==> src/rtl/pulse_conf_pkg.sv <==
// Shared definitions for the pulse configuration SPI transmitter:
// frame geometry, FSM state encoding and CLK_DIV/GAP legality limits.
package pulse_conf_pkg;

  localparam int unsigned CONF_W     = 64;
  localparam int unsigned HIGH_W     = 24;
  localparam int unsigned LOW_W      = 40;
  localparam int unsigned CONF_BYTES = 8;

  // Smallest SCLK half-period and inter-byte gap the receiver tolerates.
  localparam int unsigned CLK_DIV_MIN = 2;
  localparam int unsigned GAP_MIN     = 8;

  typedef enum logic [2:0] {
    IDLE,
    CS_SETUP,
    SHIFT_HI,
    SHIFT_LO,
    BYTE_GAP,
    FINISH
  } state_t;

  function automatic bit params_legal(input int unsigned clk_div, input int unsigned gap);
    return (clk_div >= CLK_DIV_MIN) && (gap >= GAP_MIN);
  endfunction

endpackage

==> src/rtl/pulse_conf_tx_tick.sv <==
// Loadable down-counter timing one FSM phase.
// Ports:
//   i_clk, i_reset  clock, synchronous active-low reset
//   load            start a new phase of load_val cycles
//   load_val        phase length in i_clk cycles (>= 1)
//   expire_c        high in the last cycle of the phase (combinational)
module pulse_conf_tx_tick #(
  parameter int unsigned W = 5
) (
  input  logic         i_clk,
  input  logic         i_reset,
  input  logic         load,
  input  logic [W-1:0] load_val,
  output logic         expire_c
);

  logic [W-1:0] cnt;

  // Loading N makes the phase last N cycles: N-1 down to 0.
  always_ff @(posedge i_clk) begin
    if (!i_reset) begin
      cnt <= '0;
    end else if (load) begin
      cnt <= load_val - W'(1);
    end else if (cnt != '0) begin
      cnt <= cnt - W'(1);
    end
  end

  assign expire_c = (cnt == '0);

endmodule

==> src/rtl/pulse_conf_tx.sv <==
// SPI master (mode 0, MSB first) sending one 64-bit pulse configuration
// word {high_time[23:0], low_time[39:0]} as 8 bytes per i_start request.
// Ports:
//   i_clk, i_reset         clock, synchronous active-low reset
//   i_start                send request, sampled only in IDLE
//   i_high_time/low_time   word fields, latched at start
//   o_busy, o_done         transfer in progress / one-cycle completion
//   o_spi_clk/ncs/mosi     SPI pins
// Build option: PULSE_CONF_TX_CS_PER_BYTE_EN releases nCS during every
// inter-byte gap and re-runs chip-select setup before each byte.
module pulse_conf_tx
  import pulse_conf_pkg::*;
#(
  parameter int unsigned CLK_DIV = 4,
  parameter int unsigned GAP     = 16
) (
  input  logic              i_clk,
  input  logic              i_reset,
  input  logic              i_start,
  input  logic [HIGH_W-1:0] i_high_time,
  input  logic [LOW_W-1:0]  i_low_time,
  output logic              o_busy,
  output logic              o_done,
  output logic              o_spi_clk,
  output logic              o_spi_ncs,
  output logic              o_spi_mosi
);

  localparam int unsigned PHASE_MAX = (GAP > CLK_DIV) ? GAP : CLK_DIV;
  localparam int unsigned CNT_W     = $clog2(PHASE_MAX + 1);
  localparam logic [2:0]  LAST_BYTE = 3'(CONF_BYTES - 1);

  if (!params_legal(CLK_DIV, GAP)) begin : g_bad_params
    $error("pulse_conf_tx: CLK_DIV must be >= %0d and GAP >= %0d", CLK_DIV_MIN, GAP_MIN);
  end

  state_t            state;
  logic [CONF_W-1:0] shreg;
  logic [2:0]        bit_cnt;
  logic [2:0]        byte_cnt;
  logic              load_c;
  logic [CNT_W-1:0]  load_val_c;
  logic              expire_c;

  pulse_conf_tx_tick #(.W(CNT_W)) u_tick (
    .i_clk    (i_clk),
    .i_reset  (i_reset),
    .load     (load_c),
    .load_val (load_val_c),
    .expire_c (expire_c)
  );

  // Reload the phase timer on every state change; only BYTE_GAP uses GAP.
  always_comb begin
    load_c     = 1'b0;
    load_val_c = CNT_W'(CLK_DIV);
    case (state)
      IDLE:                                 load_c = i_start;
      CS_SETUP, SHIFT_HI, SHIFT_LO, BYTE_GAP: load_c = expire_c;
      default:                              load_c = 1'b0;
    endcase
    if (state == SHIFT_LO && bit_cnt == 3'd7 && byte_cnt != LAST_BYTE) begin
      load_val_c = CNT_W'(GAP);
    end
  end

  // FSM with outputs registered on the transition into each state.
  always_ff @(posedge i_clk) begin
    if (!i_reset) begin
      state      <= IDLE;
      shreg      <= '0;
      bit_cnt    <= '0;
      byte_cnt   <= '0;
      o_busy     <= 1'b0;
      o_done     <= 1'b0;
      o_spi_clk  <= 1'b0;
      o_spi_ncs  <= 1'b1;
      o_spi_mosi <= 1'b0;
    end else begin
      o_done <= 1'b0;
      case (state)
        IDLE: begin
          if (i_start) begin
            shreg      <= {i_high_time, i_low_time};
            bit_cnt    <= '0;
            byte_cnt   <= '0;
            o_busy     <= 1'b1;
            o_spi_ncs  <= 1'b0;
            o_spi_mosi <= i_high_time[HIGH_W-1];
            state      <= CS_SETUP;
          end
        end
        CS_SETUP: begin
          if (expire_c) begin
            o_spi_clk <= 1'b1;
            state     <= SHIFT_HI;
          end
        end
        SHIFT_HI: begin
          // Falling SCLK edge: present the next bit immediately.
          if (expire_c) begin
            o_spi_clk  <= 1'b0;
            shreg      <= {shreg[CONF_W-2:0], 1'b0};
            o_spi_mosi <= shreg[CONF_W-2];
            state      <= SHIFT_LO;
          end
        end
        SHIFT_LO: begin
          if (expire_c) begin
            if (bit_cnt != 3'd7) begin
              bit_cnt   <= bit_cnt + 3'd1;
              o_spi_clk <= 1'b1;
              state     <= SHIFT_HI;
            end else begin
              bit_cnt <= '0;
              if (byte_cnt != LAST_BYTE) begin
`ifdef PULSE_CONF_TX_CS_PER_BYTE_EN
                o_spi_ncs <= 1'b1;
`endif
                state <= BYTE_GAP;
              end else begin
                o_busy     <= 1'b0;
                o_done     <= 1'b1;
                o_spi_ncs  <= 1'b1;
                o_spi_mosi <= 1'b0;
                state      <= FINISH;
              end
            end
          end
        end
        BYTE_GAP: begin
          if (expire_c) begin
            byte_cnt <= byte_cnt + 3'd1;
`ifdef PULSE_CONF_TX_CS_PER_BYTE_EN
            o_spi_ncs <= 1'b0;
            state     <= CS_SETUP;
`else
            o_spi_clk <= 1'b1;
            state     <= SHIFT_HI;
`endif
          end
        end
        FINISH: begin
          state <= IDLE;
        end
        default: begin
          state <= IDLE;
        end
      endcase
    end
  end

endmodule

==> config.mk <==
export PLATFORM = sky130hd
export DESIGN_NAME = pulse_conf_tx
export DESIGN_NICKNAME = d
export VERILOG_FILES = /design/src/rtl/pulse_conf_pkg.sv /design/src/rtl/pulse_conf_tx_tick.sv /design/src/rtl/pulse_conf_tx.sv
export SDC_FILE = /design/constraint.sdc
export NUM_CORES = 1
export LEC_CHECK = 0
export ABC_CLOCK_PERIOD_IN_PS = 3700
export BUFFER_PORTS_ARGS = -buffer_cell sky130_fd_sc_hd__buf_2
export CAP_MARGIN = 20
export CORE_UTILIZATION = 45
export CTS_CLUSTER_SIZE = 40
export DETAILED_ROUTE_END_ITERATION = 10
export GPL_TIMING_DRIVEN = 0
export HOLD_SLACK_MARGIN = 0.06
export PLACE_DENSITY_LB_ADDON = 0.15
export SLEW_MARGIN = 30
export SYNTH_ARGS = -nofsm -noshare
export SYNTH_HDL_FRONTEND = slang
export SYNTH_SLANG_ARGS = --single-unit
==> constraint.sdc <==
create_clock -name i_clk -period 3.7 [get_ports i_clk]
set_input_delay 0.37 -clock i_clk [delete_from_list [all_inputs] [get_ports i_clk]]
set_output_delay 0.37 -clock i_clk [all_outputs]
set_load 0.05 [all_outputs]
== Word level (Yosys, flattened, before mapping) ==
Cells that the tools add are included.
Storage, ports and cells
  register bits: 82
  output and inout bits: 5
Cells by class
  add/sub/neg operators: 4
  equality and inequality tests: 15
  muxes and demuxes: 39
  bitwise gates (word level): 3
  reductions and logical operators: 21
Operators with widths (number)
  $mux 63: 2
  $pmux 63 s2: 1
  $mux 3: 9
  $mux 1: 16
  $mux 5: 3
  $ne 2x2->1 const B: 6
  $pmux 3 s2: 2
  $pmux 3 s4: 1
  $reduce_and 5->1: 2
  $sub 5x1->5 const B: 2
  $reduce_and 3->1: 3
  $reduce_bool 2->1: 4
  $reduce_or 4->1: 2
  $add 3x1->3 const B: 2
  $eq 3x2->1 const B: 2
  $eq 3x3->1 const B: 2
  $ne 3x3->1 const B: 2
  $pmux 1 s2: 3
  $pmux 1 s3: 2
  $reduce_and 6->1: 1
  $reduce_bool 3->1: 2
  $logic_not 5->1: 1
  $reduce_bool 5->1: 1
  $ne 2x1->1 const B: 2
  6 further kinds: 9

== Longest topological paths before layout ==
  word-level depth: 6
  depth in mapped cells: 9

== By module ==
From an unflattened synthesis, not the netlist that was laid out.
Second synthesis, totals
  cell total of the unflattened synthesis: 485
  area, all modules: 3870.0 sq um
By module, submodules not included
  pulse_conf_tx: times used 1, cells an instance 451, area each 3559.7 sq um, sequential area each 1541.5 sq um
  pulse_conf_tx_tick: times used 1, cells an instance 34, area each 310.3 sq um, sequential area each 100.1 sq um

== Least setup slack after synthesis ==
OpenSTA, ideal clock, no wires.
  path type: register to register
  start: register state[1]
  end: register u_tick.cnt[4]
  library setup time: 0.122 ns
  arrival: 2.311 ns
  data required time: 3.578 ns
  setup slack: 1.267 ns
  stages on the path, launching flop included: 10
  buffers on the path: 2
  cells stage by stage: dfxtp_1 > buf_2 > or4b_2 > buf_2 > nand2_1 > ha_1 > or3b_2 > and2_1 > o21ai_0 > a21oi_2
Between the ends
  word-level cells in the longest chain between the ends: 6
  elaborated cells on any way between the ends: 13
  those cells by class: 1 x add/sub; 4 x eq/ne; 3 x mux; 5 x reduce/logical
RTL lines
  start: declaration: line pulse_conf_tx.sv:37  | state_t state;
  start signal: assignment: line pulse_conf_tx.sv:70  | state <= IDLE;
  start signal: assignment: line pulse_conf_tx.sv:90  | state <= CS_SETUP;
  start signal: assignment: line pulse_conf_tx.sv:96  | state <= SHIFT_HI;
  $eq 3x2->1: line pulse_conf_tx.sv:57, pulse_conf_tx.sv:62
  $logic_and 1x1->1 (2 in series): line pulse_conf_tx.sv:62  | if (state == SHIFT_LO && bit_cnt == 3'd7 && byte_cnt != LAST_BYTE) begin
  $mux 5: line pulse_conf_tx.sv:62
  $sub 5x1->5: line pulse_conf_tx_tick.sv:24  | cnt <= load_val - W'(1);
  $mux 5: line pulse_conf_tx_tick.sv:23  | end else if (load) begin
  end signal: assignment: line pulse_conf_tx_tick.sv:24
  end signal: assignment: line pulse_conf_tx_tick.sv:26  | cnt <= cnt - W'(1);
  end: declaration: line pulse_conf_tx_tick.sv:17  | logic [W-1:0] cnt;
Several ways; a longest one is shown, not always the timed one.
A chain may end at the register's enable or synchronous reset.

== Final worst setup path ==
Same ends and word-level chain as after synthesis.

==> impl_metrics.toml <==
[grt]
antenna_found_initial = 0
grt_pass1_vias = 3201
grt_max_degree = 14
overflow = 0
grt_pass1_wl_um = 14800
grt_util_all_layers_pct = 20.7

[yosys]
synth_seq_cells = 82
seq_area_frac_synth_pct = 41.3
synthesis.nets = 492
syn-cell-area_sq_mm = 0.00397
syn_inst = 420
synth_edf_count = 0
synthArstFlopShare_pct = 0
synth_flop_cell = "dfxtp_1"
synth.avg_cell_area_sq_um = 9.46
synth_cell_types = 43
yosysWarningCount = 0

[worst_setup_path]
crit_fanout = 10
cp.arrival_ns = 2.86
critPathLaunchType = "flip-flop"
endpoint_kind = "flip-flop"
regToRegSetupSlack_ns = 1.08
crit_required_ns = 3.94
path_class = "flip-flop to flip-flop"

[cells_and_area]
n_antenna_cell = 0
fin_nets = 574
finish.utilization_pct = 55.7
fin_cells = 611
area_delta_synth_final_pct = 17.4
design_area_sq_mm = 0.00467
layout-drive-gt1-share_pct = 23.7

[place]
place_ws_ns = 1.10
placed_cell_area_sq_mm = 0.00446
io_buffers = 71
gp_congestion = 0.855
placedCellCount = 596
dp_hpwl_um = 6280

[cts]
cts_tree = "built"
cts_resized = 0
clk_latency_ns = 0.35
clk_pin_slew_ns = 0.08
cts_sinks = 82
htree_levels = 3
cts_made_buffers = 9
root_buffer = "clkbuf_8"
holdBufCountCts = 0
cts_buffer_depth = 2
cts_setup_buffers = 0

[power_and_ir_drop]
power_switching_mw = 1.29
p_clk_share_pct = 20.3
p_sw_share_pct = 37.7
intPower_mw = 2.13
power.total_mw = 3.41
cellLeakagePower_nw = 1.79
vdd.ir_drop.worst_uv = 298
combPwrFrac_pct = 42.2
p_seq_share_pct = 37.6
p_per_area_mw_per_mm2 = 731

[sta]
setup-tns-final_ns = 0
hold_violations = 0
finClkSkew_ns = 0.0121
finalCritPeriodShare_pct = 70.8
finalSetupViolCount = 0
fmax_mhz = 382
fin_crit_ns = 2.62
slew_violations = 0
hold-worst-slack_ns = 0.330
rsz0062_at_grt = "false"
tightest_slew_ns = 0.697
slew_headroom_pct = 53.1
setup_slack_ns = 1.08

[routing]
num_vias = 3458
first_pass_iters = 4
ant_nets = 0
wl_per_cell_um = 15.1
dr.first_iter.drc_count = 225
totalWireLength_um = 9230
vias_per_cell = 5.66
drc_errors = 0

[floorplan]
die_area_sq_mm = 0.00921
fp.dieW_um = 96.0
std_cell_rows = 33
die_y_um = 96.0
coreArea_sq_mm = 0.00838
io_pins = 72
start_util_pct = 47.4

[min_path]
min_path_type = "input port to flip-flop"

[job]
cap_violations = 0

[outcome]
status = "finished, final reports clean"
## power by group through the flow
stage	combinational, mW	clock [mW]	sequential [mW]
after CTS	1.44	0.704	1.28
after floorplan	1.11	0	1.31
final	1.44	0.691	1.28
after global placement	1.40	0	1.29
after detailed placement	1.43	0	1.30
after global routing	1.59	0.744	1.32
## sequential cells by signal, summed over array words and instances (netlist names)
name        flops
bit_cnt         3
byte_cnt        3
o_busy          1
o_done          1
o_spi_clk       1
o_spi_mosi      1
o_spi_ncs       1
shreg          63
state           3
u_tick.cnt      5
## synthesized netlist by cell type (all sizes together), types with 2 or more instances
master | instances | area (sq um)
o21ai | 7 | 35.0
or3b | 2 | 17.5
nor3 | 2 | 10.0
a211o | 2 | 17.5
buf | 24 | 154
nand2 | 14 | 52.6
a211oi | 64 | 480
o21a | 2 | 15.0
a21o | 2 | 15.0
nand2b | 2 | 12.5
nor4 | 4 | 31.3
dfxtp | 82 | 1640
or4 | 2 | 15.0
clkbuf | 19 | 71.3
nand3 | 3 | 15.0
nor2 | 13 | 48.8
a31oi | 5 | 31.3
and2 | 5 | 31.3
nor3b | 3 | 22.5
ha | 5 | 62.6
inv | 8 | 30.0
mux2i | 68 | 681
a21oi | 68 | 344
## area by class of cell
class / instances / area (sq um)
Fill cell: 810 / 3710
Multi-Input combinational cell: 287 / 2080
Sequential cell: 82 / 1640
Timing Repair Buffer: 71 / 355
Buffer: 43 / 225
Tap cell: 105 / 131
Clock buffer: 9 / 124
Clock inverter: 6 / 82.6
Inverter: 8 / 30.0
## worst max-delay path, cell delays in order, from the launching register on
cell and delay, ns:
dfxtp_1 0.30, buf_2 0.17, or4b_2 0.63, buf_2 0.21
nand2_1 0.09, ha_1 0.21, or3b_2 0.47, and2_1 0.16
o21ai_0 0.20, a21oi_2 0.07
## placed cells by master, fill, tap and decap left out, types with 7 or more instances in the layout
cell type / n
nor2_1: 13
a211oi_1: 64
nand2_1: 14
o21ai_0: 7
clkbuf_8: 9
mux2i_1: 68
buf_2: 89
dfxtp_1: 82
a21oi_1: 67
inv_1: 7
clkbuf_1: 19
## metal layers
metal	wire length (um)	global-route usage (%)	up-vias
li1	-	-	1739
met1	4690	29.2	1625
met2	3990	30.9	84
met3	425	3.63	10
met4	123	8.58	0
met5	0	0	-
## cells by family after synthesis
kind of cell               synth area share, %
buffers and inverters                     6.42
adders and majority gates                 1.57
AOI/OAI and AO/OA                         25.8
DFF                                       41.3
and+or+nand+nor                           7.43
muxes                                     17.4
## path summary, 6_finish.rpt
| check | start | to | cells past startpoint |
|---|---|---|---|
| worst max-delay path | state[1]$_SDFFE_PN0P_ | u_tick.cnt[4]$_SDFFE_PN0P_ | 9 |
| worst min-delay path | i_high_time[23] | o_spi_mosi$_SDFFE_PN0P_ | 3 |
| worst max register to register | state[1]$_SDFFE_PN0P_ | u_tick.cnt[4]$_SDFFE_PN0P_ | 9 |
| worst min register to register | o_busy$_SDFFE_PN0P_ | o_busy$_SDFFE_PN0P_ | 2 |
(Power assumes the default switching activity.)
